**src/rtl/pn_dac_source.sv**
```systemverilog
// PN15 / test-pattern sample source for a 10-bit dual-channel DAC pin interface.
// Emits one sample per programmable period and always parks the DAC at midscale when stopped.
module pn_dac_source #(
   parameter int LFSR_W = 15,
   parameter int DATA_W = 10,
   parameter int DIV_W  = 16
) (
   input  logic              clk,
   input  logic              rst,
   input  logic              enable,
   input  logic [1:0]        mode,
   input  logic [DIV_W-1:0]  rate_div,
   input  logic [LFSR_W-1:0] seed,
   input  logic              seed_load,
   output logic [DATA_W-1:0] dac_data,
   output logic              dac_dclkio,
   output logic              dac_iq,
   output logic              sample_stb,
   output logic              seq_wrap,
   output logic              busy
);

   typedef enum logic [1:0] {S_IDLE, S_PRIME, S_RUN, S_DRAIN} state_t;

   localparam int                CNT_W     = DIV_W + 1;
   localparam logic [DATA_W-1:0] MIDSCALE  = {1'b1, {(DATA_W-1){1'b0}}};
   localparam logic [LFSR_W-1:0] STEP_LAST = {{(LFSR_W-1){1'b1}}, 1'b0};
   localparam logic [LFSR_W-1:0] SEED_ONE  = {{(LFSR_W-1){1'b0}}, 1'b1};

   state_t            r_state;
   logic [CNT_W-1:0]  r_cnt;
   logic [CNT_W-1:0]  r_n;
   logic [LFSR_W-1:0] r_lfsr;
   logic [LFSR_W-1:0] r_step;
   logic [DATA_W-1:0] r_ramp;
   logic              r_pend;
   logic [LFSR_W-1:0] r_pend_seed;
   logic [DATA_W-1:0] r_data;
   logic              r_dclk;
   logic              r_iq;
   logic              r_stb;
   logic              r_wrap;

   logic [CNT_W-1:0]  w_n;
   logic              w_last;
   logic [CNT_W-1:0]  w_cnt_inc;
   logic              w_dclk_cur;
   logic              w_pend;
   logic [LFSR_W-1:0] w_pend_seed;
   logic [LFSR_W-1:0] w_seed_fix;
   logic [LFSR_W-1:0] w_lfsr_step;
   logic [LFSR_W-1:0] w_lfsr_nxt;
   logic [DATA_W-1:0] w_sample;

   assign w_n        = (rate_div == '0) ? CNT_W'(2) : CNT_W'(rate_div) + CNT_W'(1);
   assign w_last     = (r_cnt == r_n - CNT_W'(1));
   assign w_cnt_inc  = w_last ? '0 : r_cnt + CNT_W'(1);
   assign w_dclk_cur = (r_cnt < (r_n >> 1));

   // A load arriving in the boundary cycle itself is consumed by that boundary.
   assign w_pend      = r_pend | seed_load;
   assign w_pend_seed = seed_load ? seed : r_pend_seed;
   assign w_seed_fix  = (w_pend_seed == '0) ? SEED_ONE : w_pend_seed;
   assign w_lfsr_step = {r_lfsr[LFSR_W-2:0], r_lfsr[LFSR_W-1] ^ r_lfsr[LFSR_W-2]};
   assign w_lfsr_nxt  = w_pend ? w_seed_fix : w_lfsr_step;

   always_comb begin
      w_sample = MIDSCALE;
      unique case (mode)
         2'b00:   w_sample = {DATA_W{w_lfsr_nxt[LFSR_W-1]}};
         2'b01:   w_sample = w_lfsr_nxt[LFSR_W-1 -: DATA_W];
         2'b10:   w_sample = r_ramp;
         default: w_sample = MIDSCALE;
      endcase
   end

   // NOTE: state registers use non-blocking assignments so every branch sees pre-edge values.
   always_ff @(posedge clk or negedge rst) begin
      if (!rst) begin
         r_state     <= S_IDLE;
         r_cnt       <= '0;
         r_n         <= CNT_W'(2);
         r_lfsr      <= SEED_ONE;
         r_step      <= '0;
         r_ramp      <= '0;
         r_pend      <= 1'b0;
         r_pend_seed <= '0;
         r_data      <= MIDSCALE;
         r_dclk      <= 1'b0;
         r_iq        <= 1'b1;
         r_stb       <= 1'b0;
         r_wrap      <= 1'b0;
      end else begin
         r_stb  <= 1'b0;
         r_wrap <= 1'b0;
         if (seed_load && r_state != S_IDLE) begin
            r_pend      <= 1'b1;
            r_pend_seed <= seed;
         end
         unique case (r_state)
            S_IDLE: begin
               if (w_pend) begin
                  r_lfsr <= w_seed_fix;
                  r_step <= '0;
                  r_pend <= 1'b0;
               end
               if (enable) r_state <= S_PRIME;
            end
            S_PRIME: begin
               r_cnt   <= '0;
               r_ramp  <= '0;
               r_step  <= '0;
               r_iq    <= 1'b1;
               r_state <= S_RUN;
            end
            S_RUN: begin
               if (r_cnt == '0 && !enable) begin
                  r_state <= S_IDLE;
                  r_data  <= MIDSCALE;
                  r_dclk  <= 1'b0;
               end else if (r_cnt == '0) begin
                  r_n    <= w_n;
                  r_cnt  <= CNT_W'(1);
                  r_dclk <= 1'b1;  // N >= 2, so phase 0 is always in the high half
                  r_lfsr <= w_lfsr_nxt;
                  r_pend <= 1'b0;
                  r_data <= w_sample;
                  r_iq   <= ~r_iq;
                  r_stb  <= 1'b1;
                  if (mode == 2'b10) r_ramp <= r_ramp + DATA_W'(1);
                  if (w_pend) begin
                     r_step <= '0;
                  end else if (r_step == STEP_LAST) begin
                     r_step <= '0;
                     r_wrap <= 1'b1;
                  end else begin
                     r_step <= r_step + LFSR_W'(1);
                  end
               end else begin
                  r_cnt  <= w_cnt_inc;
                  r_dclk <= w_dclk_cur;
                  if (!enable) r_state <= S_DRAIN;
               end
            end
            S_DRAIN: begin
               if (!enable && w_last) begin
                  r_state <= S_IDLE;
                  r_cnt   <= '0;
                  r_data  <= MIDSCALE;
                  r_dclk  <= 1'b0;
               end else begin
                  r_cnt  <= w_cnt_inc;
                  r_dclk <= w_dclk_cur;
                  if (enable) r_state <= S_RUN;
               end
            end
            default: r_state <= S_IDLE;
         endcase
      end
   end

   assign dac_data   = r_data;
   assign dac_dclkio = r_dclk;
   assign dac_iq     = r_iq;
   assign sample_stb = r_stb;
   assign seq_wrap   = r_wrap;
   assign busy       = (r_state != S_IDLE);

endmodule
```
**config.mk**
```make
export PLATFORM = sky130hd
export DESIGN_NAME = pn_dac_source
export DESIGN_NICKNAME = d
export VERILOG_FILES = /design/src/rtl/pn_dac_source.sv
export SDC_FILE = /design/constraint.sdc
export NUM_CORES = 1
export LEC_CHECK = 0
export BUFFER_PORTS_ARGS = -buffer_cell sky130_fd_sc_hd__buf_4
export CORE_MARGIN = 4
export CORE_UTILIZATION = 50
export DETAILED_ROUTE_END_ITERATION = 6
export PLACE_DENSITY_LB_ADDON = 0.1
export RECOVER_POWER = 100
export SYNTH_ARGS = -nofsm -noshare
export SYNTH_HDL_FRONTEND = slang
export SYNTH_SLANG_ARGS = --single-unit
```
**constraint.sdc**
```tcl
create_clock -name clk -period 7.2 [get_ports clk]
set_clock_uncertainty 0.1 [all_clocks]
set_input_delay 1.44 -clock clk [delete_from_list [all_inputs] [get_ports clk]]
set_output_delay 1.44 -clock clk [all_outputs]
set_load 0.01 [all_outputs]
```
==> results.py, run 1 <==
metrics = {
    "power": {
        "power.density_nw_per_um2": 304.4,
        "leakagePower_nw": 3.189,
        "total_power_mw": 2.300,
        "ir_drop_v": 0.0002004,
    },
    "clocking": {
        "clkTransAtPathRegs_ns": 0.07,
        "postCtsSetupBuffers": 0,
        "cts_tree": "built",
        "clock-sinks": 106,
        "postCtsResizedCells": 0,
        "clockBufferDepth": 2,
        "cts_root_buf": "clkbuf_16",
        "clk_latency_ns": 0.35,
        "htree_levels": 3,
        "cts_made_buffers": 9,
        "hold_buffers": 0,
    },
    "place": {
        "gp_congestion": 0.8841,
        "portBuffers": 51,
        "dp_cells": 965,
        "place_ws_ns": 3.205,
        "post-dp-hpwl_um": 12240,
    },
    "drt": {
        "wl_um": 16890,
        "vias": 5910,
        "post_drt_wl_per_cell_um": 17.21,
        "ant_nets": 0,
        "first_pass_iters": 5,
        "via_per_inst": 6.024,
        "drt_iter0_drc": 500,
        "drc": 0,
    },
    "global_route": {
        "antenna_found_initial": 0,
        "grt_pass1_wl_um": 28770,
        "grt_max_degree": 63,
        "grt_use_total_pct": 21.83,
        "grt_pass1_vias": 5777,
        "overflow": 0,
    },
    "logic_synthesis": {
        "syn-cell-area_um2": 6870,
        "yosysWarnings": 0,
        "yosysSeqAreaShare_pct": 38.68,
        "synth_cell_types": 52,
        "synth_nets": 838,
        "ys_seq_elements": 106,
        "synth_edf_count": 0,
        "synth_ff_type": "dfrtp_1",
        "synth_cells": 778,
        "synth-async-reset-ratio_pct": 100.0,
        "avgSynthCellArea_um2": 8.831,
    },
    "floorplan": {
        "ios": 52,
        "core_area_um2": 13350,
        "start_util_pct": 51.47,
        "row_count": 42,
        "fp.dieH_um": 125.2,
        "chipWidth_um": 125.2,
        "dieArea_um2": 15680,
    },
    "layout": {
        "antennaDiodeCount": 0,
        "regArea_um2": 2658,
        "multiInputGateArea_um2": 3910,
        "post-route-util_pct": 56.61,
        "instances_no_fill": 981,
        "area_delta_synth_final_pct": 9.980,
        "fill_cells": 1242,
        "fin_nets": 860,
        "layout-drive-gt1-share_pct": 12.67,
    },
    "sta": {
        "period_needed_ns": 4.934,
        "setup_violations": 0,
        "fin_ws_ns": 2.266,
        "rsz0062_at_grt": "false",
        "worstMarginPinSlew_ns": 2.478,
        "fin_crit_sh_pct": 68.52,
        "slew_violations": 109,
        "fin_setup_tns_ns": 0,
        "slew_headroom_pct": -65.20,
        "fmax_ghz": 0.2027,
        "final-hold-violation-count": 0,
    },
    "setup_path": {
        "cp.required_ns": 7.36,
        "crit_slowest_cell": "clkbuf_1",
        "path_cells": "clkbuf_1, or2_0, nor2_1, clkbuf_1, nand2b_1, nor2_1, nand4_1, o21ai_0",
        "critical_path_class": "input port to flip-flop",
        "critPathMaxFanout": 29,
        "startpoint_type": "input port",
        "max_stage_delay_ns": 0.78,
        "cp-end-kind": "flip-flop",
        "arrival_ns": 5.10,
    },
    "hold_path": {
        "hold_class": "flip-flop to flip-flop",
    },
    "run_status": {
        "status": "complete, but fails checks",
        "violations": "max-capacitance violations, max-slew violations",
    },
    "run": {
        "drv_cap": 2,
    },
}
-- Yosys cell counts (5+ instances only) --
cell / instances / area [um2]
dfrtp_1: 102 / 2552
nand2_1: 67 / 251.5
o21ai_0: 56 / 280.3
a21oi_1: 52 / 260.3
nor2_1: 43 / 161.4
clkbuf_1: 39 / 146.4
mux2_2: 38 / 427.9
inv_1: 29 / 108.9
xnor2_1: 27 / 236.5
nand3_1: 26 / 130.1
nor3_1: 25 / 125.1
ha_1: 23 / 287.8
and3_1: 22 / 137.6
o22ai_1: 21 / 131.4
xor2_1: 20 / 175.2
nor2b_1: 14 / 87.58
mux2i_1: 13 / 130.1
nand4_1: 13 / 81.33
o211ai_1: 12 / 90.09
nor4_1: 11 / 68.82
nand3b_1: 10 / 75.07
or3_1: 10 / 62.56
a31oi_1: 9 / 56.30
nand2b_1: 9 / 56.30
and2_1: 8 / 50.05
or2_2: 7 / 43.79
a211o_1: 6 / 52.55
a21o_1: 6 / 45.04
o221ai_1: 6 / 52.55
o31ai_1: 6 / 45.04
and4_1: 5 / 43.79
or4_1: 5 / 37.54
-- power by group --
group	internal (mW)	leakage (nW)	total, mW	switching (mW)
registers	0.772	1.29	1.04	0.266
logic	0.369	1.75	0.758	0.388
clock network	0.273	0.148	0.504	0.231
-- worst paths after layout --
check	startpoint	to	slack [ns]	cells after the start
setup / recovery	seed_load	r_step[5]	2.27	8
hold / removal	r_step[11]	r_step[11]	0.38	1
setup reg to reg	r_n[3]	r_cnt[13]	2.83	7
hold reg to reg	r_step[11]	r_step[11]	0.38	1
max in group asynchronous	rst	dac_data[0]	2.69	2
min in group asynchronous	rst	r_n[2]	1.74	1
-- critical path, delay by kind of cell --
kind                   cells  cell delay, ns
buffers and inverters      2            1.33
AOI/OAI and AO/OA          1            0.18
and+or+nand+nor            5            2.13
-- flip-flops by register name (all words and copies together) (netlist names) --
register / flops
r_cnt: 17
r_n: 17
r_lfsr: 15
r_pend_seed: 15
r_step: 15
dac_data: 10
r_ramp: 10
r_state: 2
dac_dclkio: 1
dac_iq: 1
r_pend: 1
sample_stb: 1
seq_wrap: 1
-- cell families after synthesis --
logic type,count (synthesis),synth area share (%)
buf+inv,75,4.170
flops,106,38.68
mux,51,8.122
compound gates,194,17.19
xor+xnor,47,5.992
fa+ha+maj,23,4.189
simple gates,282,21.65
-- layout make-up --
cell class                      count  area share (%)
Sequential cell                   106           35.17
Multi-Input combinational cell    597           51.75
Inverter                           30           1.490
Timing Repair Buffer               56           4.686
Clock buffer                        9           2.981
Tap cell                          176           2.914
Clock inverter                      7           1.010
-- metrics by stage --
step	hold slack, ns	instance area [um2]
finish	0.3816	7556
global route	0.4258	7556
CTS	0.3945	7639
detailed placement	0.3805	7337
global placement	0.3720	7337
floorplan	0.3429	6870
-- placed cells by master, fill, tap and decap left out, types with 6 or more instances in the layout --
| master | synthesis | layout |
|---|---|---|
| clkbuf_16 | 0 | 9 |
| nor3_1 | 25 | 26 |
| o221ai_1 | 6 | 6 |
| ha_1 | 23 | 23 |
| inv_1 | 29 | 29 |
| and3_1 | 22 | 22 |
| and2_1 | 8 | 7 |
| nor2b_1 | 14 | 14 |
| o31ai_1 | 6 | 6 |
| nand3b_1 | 10 | 10 |
| a21o_1 | 6 | 6 |
| clkbuf_1 | 39 | 17 |
| a211o_1 | 6 | 6 |
| nand4_1 | 13 | 13 |
| or2_2 | 7 | 6 |
| nand2b_1 | 9 | 9 |
| o22ai_1 | 21 | 21 |
| o21ai_0 | 56 | 57 |
| xor2_1 | 20 | 20 |
| dfrtp_1 | 102 | 102 |
| o211ai_1 | 12 | 12 |
| or3_1 | 10 | 10 |
| nor4_1 | 11 | 11 |
| mux2_2 | 38 | 38 |
| nor2_1 | 43 | 43 |
| buf_4 | 0 | 38 |
| nand3_1 | 26 | 26 |
| nand2_1 | 67 | 67 |
| xnor2_1 | 27 | 27 |
| mux2i_1 | 13 | 13 |
| a31oi_1 | 9 | 9 |
| a21oi_1 | 52 | 52 |
-- layer usage --
metal	vias up	wire [um]	GRT usage [%]
met5	-	0	0
met1	2863	8012	31.18
met2	153	7909	34.51
met3	20	756	3.881
li1	2874	-	-
met4	0	207	5.804
Power figures use the tool's default switching activity.
==> run 2: changes to the inputs <==
--- a/config.mk
+++ b/config.mk
@@ -5,6 +5,7 @@
 export SDC_FILE = /design/constraint.sdc
 export NUM_CORES = 1
 export LEC_CHECK = 0
+export ABC_AREA = 1
 export BUFFER_PORTS_ARGS = -buffer_cell sky130_fd_sc_hd__buf_4
 export CORE_MARGIN = 4
 export CORE_UTILIZATION = 50
==> constraint.sdc (replaced) <==
create_clock -name clk -period 4.7 [get_ports clk]
set_clock_uncertainty 0.1 [all_clocks]
set_input_delay 0.94 -clock clk [delete_from_list [all_inputs] [get_ports clk]]
set_output_delay 0.94 -clock clk [all_outputs]
set_load 0.01 [all_outputs]
==> run 2 against run 1 <==
Effect of this change:
- the run now ends clean
- die area up 5.9%
- non-clock buffer count down 1
- hold slack lost 0.014 ns
- sequential share of layout area decreased by 1.8 points
- synthesized cell count rose by 29%
- clock power is 49% higher
- via count increased by 16%
- sequential power grew 38%
- clock-buffer cell count is 1 higher
- critical path depth unchanged
- total power up 82%
- largest cell class unchanged
==> results.py, run 2 <==
metrics = {
    "sta": {
        "whs_ns": 0.3678,
        "slew_violations": 0,
        "fin_crit_sh_pct": 74.62,
        "setup_violations": 0,
        "period_needed_ns": 3.507,
        "fmax_ghz": 0.2851,
        "final-hold-violation-count": 0,
        "rsz0062_at_grt": "false",
        "slew_headroom_pct": 0.8631,
        "worstMarginPinSlew_ns": 1.487,
        "fin_setup_tns_ns": 0,
    },
    "hold_path": {
        "min_path_cells": 2,
        "hold_class": "flip-flop to flip-flop",
        "min_to": "r_lfsr[8]",
        "holdCritStartpoint": "r_lfsr[8]",
    },
    "layout": {
        "area_delta_synth_final_pct": 9.111,
        "fin_nets": 1110,
        "layout-drive-gt1-share_pct": 8.531,
        "antennaDiodeCount": 0,
        "instances_no_fill": 1235,
        "mostFrequentLayoutCell": "nand2_1",
        "reg_top3": "r_cnt (17), r_n (17)",
        "layout_common_cells": "nand2_1, inv_1, dfrtp_1, nor2_1, o21ai_0",
    },
    "clocking": {
        "postCtsSetupBuffers": 0,
        "clk_latency_ns": 0.36,
        "cts_root_buf": "clkbuf_16",
        "clock-sinks": 106,
        "clockBufferDepth": 2,
        "hold_buffers": 0,
        "clkTransAtPathRegs_ns": 0.07,
        "cts_made_buffers": 9,
        "htree_levels": 3,
        "postCtsResizedCells": 0,
        "cts_tree": "built",
    },
    "setup_path": {
        "startpoint_type": "input port",
        "rr_worst_depth": 10,
        "max_stage_delay_ns": 0.65,
        "cp-end-kind": "flip-flop",
        "reg2reg_from": "r_cnt[10]",
        "path_cells": "clkbuf_1, nor2_4, inv_1, nor2_2, inv_1, nand2_1, o21ai_0, o21ai_0",
        "cp.required_ns": 4.88,
        "arrival_ns": 3.69,
        "crit_slowest_cell": "nor2_2",
        "r2r_slack_ns": 1.28,
        "worstReg2RegEnd": "r_n[16]",
        "path_buf_inv": 3,
        "crit_family": "simple AND/OR/NAND/NOR gates",
        "critPathMaxFanout": 27,
        "critical_path_class": "input port to flip-flop",
    },
    "logic_synthesis": {
        "yosys.area.top_type": "dfrtp_1",
        "syn-cell-area_um2": 7306,
        "synth_nets": 1067,
        "synth_edf_count": 0,
        "synthXorXnorAreaFrac_pct": 5.874,
        "synthMuxAreaShare_pct": 1.028,
        "synthTopCellsByArea": "dfrtp_1, nand2_1, inv_1",
        "yosysWarnings": 0,
        "synthAdderAreaFrac_pct": 3.939,
        "synth_cell_types": 51,
        "synth_top_family_by_area": "simple AND/OR/NAND/NOR gates",
        "synth_commonest_cells": "nand2_1, inv_1, dfrtp_1",
        "synth_top_cell_area_share_pct": 34.94,
        "ys_seq_elements": 106,
        "yosys.area_share.simple_pct": 31.14,
        "synth_cells": 1007,
        "synth_most_common_cell": "nand2_1",
        "synth_ff_type": "dfrtp_1",
        "yosysSeqAreaShare_pct": 36.38,
        "avgSynthCellArea_um2": 7.255,
        "synth-compound-area-share_pct": 12.60,
        "synth-async-reset-ratio_pct": 100.0,
    },
    "floorplan": {
        "ios": 52,
        "chipWidth_um": 128.9,
        "row_count": 43,
        "dieArea_um2": 16610,
        "core_area_um2": 14100,
        "start_util_pct": 51.83,
        "fp.dieH_um": 128.9,
    },
    "global_route": {
        "grt_max_degree": 58,
        "grt_pass1_vias": 5988,
        "grt_use_total_pct": 23.70,
        "antenna_found_initial": 0,
        "grt_pass1_wl_um": 31550,
        "overflow": 0,
    },
    "run_status": {
        "status": "complete, no violations",
    },
    "power": {
        "ir_drop_v": 0.0002746,
        "leakagePower_nw": 3.807,
        "power.density_nw_per_um2": 525.7,
    },
    "place": {
        "portBuffers": 51,
        "post-dp-hpwl_um": 14780,
        "gp_congestion": 0.9271,
        "dp_cells": 1219,
    },
    "drt": {
        "first_pass_iters": 5,
        "via_per_inst": 5.529,
        "drc": 0,
        "post_drt_wl_per_cell_um": 15.56,
        "wl_um": 19220,
        "ant_nets": 0,
        "vias": 6828,
        "drt_iter0_drc": 527,
    },
    "run": {
        "drv_cap": 0,
    },
}
-- run 2: layer usage --
metal / global-route usage, % / vias up / part of all wire, %
li1: - / 3414 / -
met1: 37.76 / 3212 / 51
met2: 33.87 / 192 / 42
met3: 4.691 / 10 / 6.0
met4: 3.335 / 0 / 0.59
met5: 0 / - / 0
-- run 2: power breakdown --
group	switching (mW)	leakage (nW)	internal [mW]
combinational	1.38	2.30	0.632
sequential	0.241	1.36	1.19
clock	0.368	0.146	0.382
total	1.99	3.81	2.20
-- run 2: worst max path at each step --
stage	start	end	slack [ns]	cells past startpoint
detailed placement	seed_load	r_lfsr[0]	1.53	8
global placement	seed_load	r_lfsr[5]	1.60	7
global route	seed_load	r_lfsr[10]	0.82	8
floorplan	seed_load	r_lfsr[0]	2.30	9
CTS	r_n[0]	dac_data[2]	1.88	12
finish	seed_load	r_lfsr[10]	1.19	8
-- run 2: tightest hold or removal path, stage by stage (launching register included) --
cell and delay (ns):
dfrtp_1 0.34, nand2_1 0.05, nand2_1 0.04
-- run 2: area by class of cell --
type                            count  area [um2]
Clock buffer                       10       239.0
Clock inverter                      6       47.55
Fill cell                        1395        6125
Inverter                          140       525.5
Multi-Input combinational cell    738        3931
Sequential cell                   106        2658
Tap cell                          180       225.2
Timing Repair Buffer               55       345.3
-- run 2: cell families (layout without fill, tap and decap cells) --
| group | Yosys count | in the layout |
|---|---|---|
| buf+inv | 163 | 211 |
| flops | 106 | 106 |
| mux | 7 | 7 |
| fa+ha+maj | 23 | 23 |
| simple gates | 499 | 499 |
| compound gates | 160 | 160 |
| xor+xnor | 49 | 49 |
-- run 2: through the flow --
stage	utilization (%)	power, mW	area [um2]	setup WS (ns)
finish	56.55	4.191	7971	1.193
global route	56.55	4.554	7971	0.8235
CTS	57.43	4.264	8095	1.880
detailed placement	55.40	3.502	7809	1.535
global placement	55.40	3.479	7809	1.596
floorplan	-	2.938	7306	2.299
